[config.mk]
export PLATFORM = sky130hd
export DESIGN_NAME = pwm_fade_ctrl
export DESIGN_NICKNAME = d
export VERILOG_FILES = /design/src/rtl/pwm_pkg.sv /design/src/rtl/pwm_step_calc.sv /design/src/rtl/pwm_fade_ctrl.sv
export SDC_FILE = /design/constraint.sdc
export NUM_CORES = 1
export LEC_CHECK = 0
export CAP_MARGIN = 15
export CORE_MARGIN = 4
export CORE_UTILIZATION = 58
export DETAILED_ROUTE_END_ITERATION = 12
export PLACE_DENSITY = 0.82
export SKIP_LAST_GASP = 1
export SYNTH_ARGS = -nofsm -noshare
export SYNTH_HDL_FRONTEND = slang
export SYNTH_SLANG_ARGS = --single-unit
[constraint.sdc]
create_clock -name clk -period 5.5 [get_ports clk]
set_input_delay 1.1 -clock clk [delete_from_list [all_inputs] [get_ports clk]]
set_output_delay 1.1 -clock clk [all_outputs]
set_load 0.005 [all_outputs]
[src/rtl/pwm_pkg.sv]
// Shared types and default widths for the PWM fade control slice.
// Latency: n/a (declarations only).
// Backpressure: n/a.
package pwm_pkg;

  // Default widths; modules expose them as overridable parameters.
  localparam int DEFAULT_VALUE_W = 8;
  localparam int DEFAULT_DIV_W   = 8;

  typedef logic [DEFAULT_VALUE_W-1:0] pwm_val_t;
  typedef logic [DEFAULT_DIV_W-1:0]   pwm_div_t;

  // Controller sequencing: wait for accept, arm on a period boundary,
  // ramp on period boundaries, then a one-cycle completion state.
  typedef enum logic [1:0] {
    IDLE = 2'd0,
    ARM  = 2'd1,
    RAMP = 2'd2,
    DONE = 2'd3
  } fade_state_e;

  // One fade request as presented on the command interface.
  typedef struct packed {
    pwm_val_t target;
    pwm_val_t range;
    pwm_val_t step;
    pwm_div_t div;
    logic     en;
  } fade_cmd_t;

endpackage

[src/rtl/pwm_step_calc.sv]
// Saturating one-step move of a duty value toward a target, never overshooting.
// Latency: combinational.
// Backpressure: none; pure function of its inputs.
module pwm_step_calc
  import pwm_pkg::*;
#(
  parameter int W = DEFAULT_VALUE_W
) (
  input  logic [W-1:0] cur,
  input  logic [W-1:0] target,
  input  logic [W-1:0] step,
  output logic [W-1:0] next
);

  // One extra bit so the add cannot wrap and the subtract exposes underflow.
  logic [W:0] sum;
  logic [W:0] diff;

  assign sum  = {1'b0, cur} + {1'b0, step};
  assign diff = {1'b0, cur} - {1'b0, step};

  // Pick the stepped value only while it stays strictly short of the target;
  // anything reaching or crossing the target lands exactly on it.
  always_comb begin
    next = target;
    if (step != '0) begin
      if (cur < target) begin
        if (sum < {1'b0, target}) begin
          next = sum[W-1:0];
        end
      end else if (cur > target) begin
        if (!diff[W] && (diff > {1'b0, target})) begin
          next = diff[W-1:0];
        end
      end
    end
  end

endmodule

[src/rtl/pwm_fade_ctrl.sv]
// Ramps the PWM generator's duty toward a commanded target, one step per N periods.
// Latency: outputs registered; changes land only on pwm_period cycles, done one cycle after the final step.
// Backpressure: cmd_ready is high only in IDLE; a pending command is held off until the fade completes.
module pwm_fade_ctrl
  import pwm_pkg::*;
#(
  parameter int VALUE_W = DEFAULT_VALUE_W,
  parameter int DIV_W   = DEFAULT_DIV_W
) (
  input  logic               clk,
  input  logic               reset,
  input  logic               cmd_valid,
  output logic               cmd_ready,
  input  logic [VALUE_W-1:0] cmd_target,
  input  logic [VALUE_W-1:0] cmd_range,
  input  logic [VALUE_W-1:0] cmd_step,
  input  logic [DIV_W-1:0]   cmd_div,
  input  logic               cmd_en,
  input  logic               pwm_period,
  output logic [VALUE_W-1:0] pwm_value,
  output logic [VALUE_W-1:0] pwm_range,
  output logic               pwm_en,
  output logic               busy,
  output logic               done
);

  localparam logic [1:0] ST_IDLE = IDLE;
  localparam logic [1:0] ST_ARM  = ARM;
  localparam logic [1:0] ST_RAMP = RAMP;
  localparam logic [1:0] ST_DONE = DONE;

  localparam logic [DIV_W-1:0] DIV_ONE = DIV_W'(1);

  logic [1:0]         state;

  // Latched command, already reduced to the values the ramp actually uses.
  logic [VALUE_W-1:0] tgt_q;
  logic [VALUE_W-1:0] rng_q;
  logic [VALUE_W-1:0] step_q;
  logic [DIV_W-1:0]   div_q;
  logic               en_q;
  logic [DIV_W-1:0]   div_cnt;

  logic               cmd_fire;
  logic [VALUE_W-1:0] eff_target;
  logic [DIV_W-1:0]   div_eff;
  logic [VALUE_W-1:0] step_next;
  logic               at_target;
  logic               step_due;

  // Ready is a pure state decode so upstream sees no input-to-output path.
  assign cmd_ready = (state == ST_IDLE);
  assign cmd_fire  = cmd_valid && cmd_ready;

  // A disable command always fades to zero; otherwise never aim past the range.
  assign eff_target = !cmd_en ? '0 : ((cmd_target < cmd_range) ? cmd_target : cmd_range);
  assign div_eff    = (cmd_div == '0) ? DIV_ONE : cmd_div;

  assign at_target = (pwm_value == tgt_q);
  assign step_due  = (div_cnt == (div_q - DIV_ONE));

  pwm_step_calc #(
    .W (VALUE_W)
  ) u_step_calc (
    .cur    (pwm_value),
    .target (tgt_q),
    .step   (step_q),
    .next   (step_next)
  );

  // Sequencer: every output update is gated by pwm_period so the generator
  // never sees a duty, range or enable change in the middle of a period.
  always_ff @(posedge clk) begin
    if (reset) begin
      state     <= ST_IDLE;
      pwm_value <= '0;
      pwm_range <= '0;
      pwm_en    <= 1'b0;
      busy      <= 1'b0;
      done      <= 1'b0;
      tgt_q     <= '0;
      rng_q     <= '0;
      step_q    <= '0;
      div_q     <= DIV_ONE;
      en_q      <= 1'b0;
      div_cnt   <= '0;
    end else begin
      done <= 1'b0;
      case (state)
        ST_IDLE: begin
          if (cmd_fire) begin
            tgt_q   <= eff_target;
            rng_q   <= cmd_range;
            step_q  <= cmd_step;
            div_q   <= div_eff;
            en_q    <= cmd_en;
            div_cnt <= '0;
            busy    <= 1'b1;
            state   <= ST_ARM;
          end
        end

        ST_ARM: begin
          // First boundary after accept: apply the new range and clamp the
          // current duty into it before any stepping starts.
          if (pwm_period) begin
            pwm_range <= rng_q;
            if (en_q) begin
              pwm_en <= 1'b1;
            end
            if (pwm_value > rng_q) begin
              pwm_value <= rng_q;
            end
            state <= ST_RAMP;
          end
        end

        ST_RAMP: begin
          if (pwm_period) begin
            if (at_target) begin
              // Already there (e.g. after the arm clamp): finish without a step.
              if (!en_q) begin
                pwm_en <= 1'b0;
              end
              busy  <= 1'b0;
              done  <= 1'b1;
              state <= ST_DONE;
            end else if (step_due) begin
              div_cnt   <= '0;
              pwm_value <= step_next;
              if (step_next == tgt_q) begin
                if (!en_q) begin
                  pwm_en <= 1'b0;
                end
                busy  <= 1'b0;
                done  <= 1'b1;
                state <= ST_DONE;
              end
            end else begin
              div_cnt <= div_cnt + DIV_ONE;
            end
          end
        end

        ST_DONE: begin
          state <= ST_IDLE;
        end

        default: begin
          state <= ST_IDLE;
        end
      endcase
    end
  end

endmodule

### Word-level counts from Yosys, hierarchy flattened

Cells that the tools add are included.

| operators by class | value |
|---|---|
| $add $sub $neg | 4 |
| $lt $le $gt $ge | 6 |
| equality and inequality tests | 15 |
| muxes and demuxes | 43 |
| bitwise gates (word level) | 2 |
| reduce and logical (&&, ||, !) cells | 16 |

Operators with widths:

| kind | count |
|---|---|
| 2-to-1 mux 8 bit | 17 |
| case mux 8 bit (2 select lines) | 2 |
| == test 8 bit | 3 |
| > comparator 8 bit | 2 |
| < comparator 8 bit | 2 |
| 2-to-1 mux 1 bit | 15 |
| 2-to-1 mux 2 bit | 6 |
| != test 2 bit (second input constant) | 6 |
| AND reduction 6 bit | 2 |
| AND reduction 5 bit | 2 |
| adder 8 x 8 -> 9 bit | 1 |
| > comparator 9 x 8 -> 1 bit | 1 |
| < comparator 9 x 8 -> 1 bit | 1 |
| subtractor 8 x 8 -> 9 bit | 1 |
| adder 8 x 1 -> 8 bit (second input constant) | 1 |
| zero test 8 bit | 1 |
| case mux 2 bit (4 select lines) | 1 |
| nonzero test 8 bit | 1 |
| subtractor 8 x 1 -> 8 bit (second input constant) | 1 |
| != test 3 bit (second input constant) | 2 |
| == test 2 bit (second input constant) | 2 |
| case mux 1 bit (2 select lines) | 2 |
| AND reduction 2 bit | 2 |
| AND reduction 4 bit | 1 |
| other kinds (8) | 11 |

| word-level totals | value |
|---|---|
| bits in registers | 62 |
| bits of input ports | 37 |
| output and inout port bits | 20 |

### Logic depth before layout (Yosys ltp)

| depth | value |
|---|---|
| word-level depth | 13 |
| gate-level depth with buffers | 19 |
| depth with buffers taken out | 18 |

### Modules after synthesis

Synthesis repeated with hierarchy kept, for this count alone.

| unflattened totals | value |
|---|---|
| cell total of the unflattened synthesis | 657 |
| area, all modules | 5161.2 µm² |

By module, submodules not included:

| module | instances | cells each | area each (µm²) |
|---|---|---|---|
| pwm_fade_ctrl | 1 | 452 | 3582.2 |
| pwm_step_calc | 1 | 205 | 1579.0 |

### Worst setup path after synthesis

No wires, ideal clock.

| path | value |
|---|---|
| kind | reg2reg |
| start | reg pwm_value[1] |
| end | reg state[0] |
| arrival | 4172 ps |
| required time | 5384 ps |
| path slack | 1212 ps |
| cell stages (with the launch flop) | 19 |
| path buffers | 1 |
| cells stage by stage | dfxtp_1 > inv_1 > fa_1 > nor3_1 > nor3_2 > o21a_1 > o21ai_0 > xnor2_1 > ha_1 > a21o_1 > a211oi_1 > o21ai_0 > or4_1 > clkbuf_1 > o41ai_1 > a32oi_1 > o221ai_2 > nor3_1 > a31o_2 |

| on the way | value |
|---|---|
| word-level cells in the longest chain between the ends | 10 |
| elaborated cells on any way between the ends | 21 |
| those cells by class | add/sub: 2; order compare: 4; eq/ne: 4; mux: 8; reduce/logical: 3 |

RTL lines:

| what | RTL line | source |
|---|---|---|
| start: declaration | pwm_fade_ctrl.sv:20 | `output logic [VALUE_W-1:0] pwm_value,` |
| start signal: assignment | pwm_fade_ctrl.sv:112 | `pwm_value <= rng_q;` |
| start signal: assignment | pwm_fade_ctrl.sv:130 | `pwm_value <= step_next;` |
| subtractor 8 x 8 -> 9 bit | pwm_step_calc.sv:20 | `assign diff = {1'b0, cur} - {1'b0, step};` |
| > comparator 9 x 8 -> 1 bit or zero test 1 bit (tied branches) | pwm_step_calc.sv:32 | `if (!diff[W] && (diff > {1'b0, target})) begin` |
| logical AND 1 bit | pwm_step_calc.sv:32 |  |
| 2-to-1 mux 8 bit | pwm_step_calc.sv:32 |  |
| 2-to-1 mux 8 bit | pwm_step_calc.sv:31 | `end else if (cur > target) begin` |
| 2-to-1 mux 8 bit | pwm_step_calc.sv:27 | `if (cur < target) begin` |
| 2-to-1 mux 8 bit | pwm_step_calc.sv:26 | `if (step != '0) begin` |
| == test 8 bit | pwm_fade_ctrl.sv:131 | `if (step_next == tgt_q) begin` |
| != test 3 bit (no source line) | -- |  |
| AND reduction 5 bit (no source line) | -- |  |
| end signal: assignment | pwm_fade_ctrl.sv:127 | `state <= ST_DONE;` |
| end signal: assignment | pwm_fade_ctrl.sv:137 | `state <= ST_DONE;` |
| end signal: assignment | pwm_fade_ctrl.sv:146 | `state <= ST_IDLE;` |
| end: declaration | pwm_fade_ctrl.sv:34 | `logic [1:0] state;` |

Parallel ways exist; a longest one is shown, timed or not. The select of a mux whose other input is x is not followed.
A chain may end at the register's enable or synchronous reset.

### Worst setup path in the final report

Same ends and word-level chain as after synthesis.

==> flow_summary.yaml <==
hold_path:
  timing.hold.worst_endpoint: "pwm_range[5]$_SDFFE_PP0P_"
  hold_path_class: "reg2reg"
  hold_start: "pwm_range[5]$_SDFFE_PP0P_"
  hold-path-cell-count: 2
yosys:
  synth_top_family_by_area: "simple AND/OR/NAND/NOR gates"
  dominantRegCellSynth: "dfxtp_1"
  synth_simple_gate_area_share: 0.2313
  synth_area_um2: 5079
  synth-edff-count: 0
  yosysWarningCount: 0
  synthCells: 654
  synth.ff_latch_count: 62
  postSynthNetCount: 752
  synth-adder-area-share: 0.1532
  post_synthesis_mux_area_share: 0.01601
  synth_xor_xnor_area_share: 0.06775
  synthDistinctLibCells: 75
  synth-compound-area-share: 0.2185
  asyncSetResetFlopFracSynth: 0
  synth_sequential_area_ratio: 0.2444
  synth.avg_cell_area_um2: 7.765
power_and_ir_drop:
  switching_share: 0.5061
  max-vdd-ir-drop_uv: 274.5
  power.combinational.fraction: 0.697
  power.density_cell_area_nw_per_um2: 561.1
  leakagePower_nw: 2.296
  power.sequential.fraction: 0.195
  clkPwrFrac: 0.108
  internal_power_w: 0.001604
  total_switching_power_w: 0.001644
cts:
  cts_buffer_depth: 2
  clock_tree.htree_level_count: 3
  cts_inserted_buffers: 9
  clk-insertion-delay-late_ns: 0.34
  cells_resized_by_post_cts_repair: 0
  cts.clk_slew.worst_paths_ns: 0.07
  cts.repair_timing.setup_buffer_count: 0
  cts_tree: "yes"
  clock-sinks: 62
  clk_root_buffer_cell: "clkbuf_8"
  post_cts_hold_buffer_count: 0
sta:
  grt_setup_unrepaired: "false"
  slew-limit-headroom: 0.2424
  max_freq_mhz: 205.2
  worst_skew_ns: 0.01159
  finalSetupViolations: 0
  timing_max_transition_violations_final: 0
  fin_setup_tns_ns: 0
  final_period_minus_worst_setup_slack_ns: 4.874
  final_report_hold_violation_count: 0
  period_share: 0.8862
  worst_hold_slack_ns: 0.4604
  transition_time_of_the_tightest_slew_check_pin_ns: 1.134
global_route:
  first_global_vias: 4850
  grt_pass1_wl_um: 23540
  grt.total_usage: 0.2841
  grt_max_degree: 46
  antenna_found_initial: 0
  grt.overflow.total: 0
drt:
  routed_wire_length_per_instance_um: 17.95
  drt-vias-per-instance: 6.252
  drtAntennaViolNets: 0
  drcViolationCount: 0
  vias_post_dr: 5008
  wirelength_um: 14380
  dr.pass1.iters: 5
  detailedRoute.firstIterationViolations: 316
final_layout:
  multi_input_comb_area_um2: 3488
  fraction_of_layout_cells_with_a_size_suffix_above_1: 0.04454
  fin_util: 0.6907
  layout_commonest_cell: "nand2_1"
  final-seq-area_um2: 1241
  syn_to_final_growth_pct: 13.99
  final_cell_count_no_fill: 801
  layout.cells.most_common_list: "93 x nand2_1, 62 x a21oi_1, 62 x dfxtp_1"
  antenna-diode-count: 0
  num-fill-cells: 728
  num-nets-final: 789
floorplan:
  die_area_um2: 10320
  die_h_um: 101.6
  num_io_pins: 57
  floorplan_die_width_um: 101.6
  placement_rows: 33
  core_region_area_um2: 8382
  initial_utilization: 0.6059
worst_setup_path:
  ff2ff_setup_slack_ns: 0.63
  worst_path_cell_chain: "inv_1 -> fa_1 -> nor3_1 -> nor3_2 -> o21a_1 -> o21ai_0 -> xnor2_1 -> ha_1 -> a21o_1 -> a211oi_1 -> o21ai_0 -> or4_1 -> o41ai_1 -> a32oi_1 -> o221ai_2 -> nor3_1 -> a31o_2"
  critical-path-max-stage-delay_ns: 0.69
  worst_r2r_startpoint: "pwm_value[1]$_SDFFE_PP0P_"
  critPathArrivalTime_ns: 5.11
  timing.critical_path.slowest_stage_cell: "or4_1"
  setup.worst_path.end_class: "flip-flop"
  critical_path_fanout_max: 8
  regToRegEndpoint: "state[0]$_SDFFE_PP0P_"
  cp_data_required_time_ns: 5.73
  worst_setup_path_start_kind: "flip-flop"
  worst_r2r_path_depth: 17
  path_class: "reg2reg"
place:
  dp_hpwl_um: 11360
  buffer_ports.inserted: 56
  post-place-cells: 785
  gp_congestion: 1.014
run:
  max_cap_viols: 0
outcome:
  status: "completed"
## synthesized netlist by cell type (all sizes together), types with 4 or more instances
| cell type | instances | share of area |
|---|---|---|
| nand2 | 93 | 0.069 |
| a21oi | 63 | 0.063 |
| dfxtp | 62 | 0.24 |
| ha | 59 | 0.15 |
| inv | 48 | 0.035 |
| nor2 | 32 | 0.024 |
| nand4 | 25 | 0.031 |
| clkbuf | 24 | 0.018 |
| nand3 | 22 | 0.022 |
| o21ai | 22 | 0.022 |
| xnor2 | 19 | 0.033 |
| a31oi | 17 | 0.021 |
| xor2 | 15 | 0.026 |
| nor3 | 14 | 0.015 |
| nor2b | 13 | 0.016 |
| a21o | 12 | 0.018 |
| buf | 8 | 0.0089 |
| mux2i | 7 | 0.014 |
| nand2b | 7 | 0.0086 |
| o21a | 7 | 0.010 |
| o2111ai | 6 | 0.010 |
| or3 | 6 | 0.0074 |
| a211oi | 5 | 0.0074 |
| o221ai | 5 | 0.0099 |
| nor4 | 4 | 0.0062 |
| o211ai | 4 | 0.0059 |
## worst max-delay path by stage
stage,slack (ns),to,cells after the start,start
6_report,0.63,state[0]$_SDFFE_PP0P_,17,pwm_value[1]$_SDFFE_PP0P_
5_1_grt,0.16,state[0]$_SDFFE_PP0P_,17,pwm_value[1]$_SDFFE_PP0P_
4_1_cts,0.69,pwm_value[0]$_SDFFE_PP0P_,17,pwm_value[1]$_SDFFE_PP0P_
3_5_place_dp,0.72,state[0]$_SDFFE_PP0P_,17,pwm_value[1]$_SDFFE_PP0P_
3_3_place_gp,0.94,state[0]$_SDFFE_PP0P_,17,pwm_value[1]$_SDFFE_PP0P_
2_1_floorplan,1.21,state[0]$_SDFFE_PP0P_,18,pwm_value[1]$_SDFFE_PP0P_
## registers in the layout (all words and copies together), names as in the netlist
name       flops
div_cnt        8
div_q          8
pwm_range      8
pwm_value      8
rng_q          8
step_q         8
tgt_q          8
state          2
busy           1
done           1
en_q           1
pwm_en         1
## metal layers
metal	up-vias	track usage	wire length, µm
met1	2377	0.3736	6370
li1	2421	-	-
met4	0	0.09714	315
met3	27	0.04339	961
met2	183	0.4743	6730
met5	-	0	0
## power groups by stage
stage / logic, W / clock network (W) / registers [W]
finish: 0.00226 / 0.000351 / 0.000634
global route: 0.00250 / 0.000376 / 0.000645
CTS: 0.00221 / 0.000355 / 0.000632
detailed placement: 0.00220 / 0 / 0.000642
global placement: 0.00215 / 0 / 0.000636
floorplan: 0.00168 / 0 / 0.000605
## cells by family after synthesis
kind of cell    Yosys count
flops                    62
fa+ha+maj                61
simple gates            238
compound gates          168
buf+inv                  81
mux                       8
xor+xnor                 36
## final cells by class
type                            count  area share
Clock buffer                       10     0.02204
Tap cell                          105     0.02269
Multi-Input combinational cell    511      0.6026
Clock inverter                      6    0.006484
Timing Repair Buffer               59      0.1007
Inverter                           48     0.03112
Sequential cell                    62      0.2144
## worst max-delay path, delay by kind of cell, from the launching register on
kind | cells | cell delay (ns)
and+or+nand+nor | 4 | 1.23
DFF | 1 | 0.54
buffers and inverters | 1 | 0.11
AOI/OAI and AO/OA | 9 | 1.92
adders and majority gates | 2 | 0.78
xor gates and xnor gates | 1 | 0.19
## stage by stage
step	worst slack, ns	power, W	cell area (µm²)
after global routing	0.1630	0.003523	5789
final	0.6257	0.003248	5789
after CTS	0.6948	0.003201	5789
after global placement	0.9383	0.002784	5624
after detailed placement	0.7204	0.002843	5624
after floorplan	1.212	0.002283	5079
No activity file was read; power rests on OpenSTA's default activity.
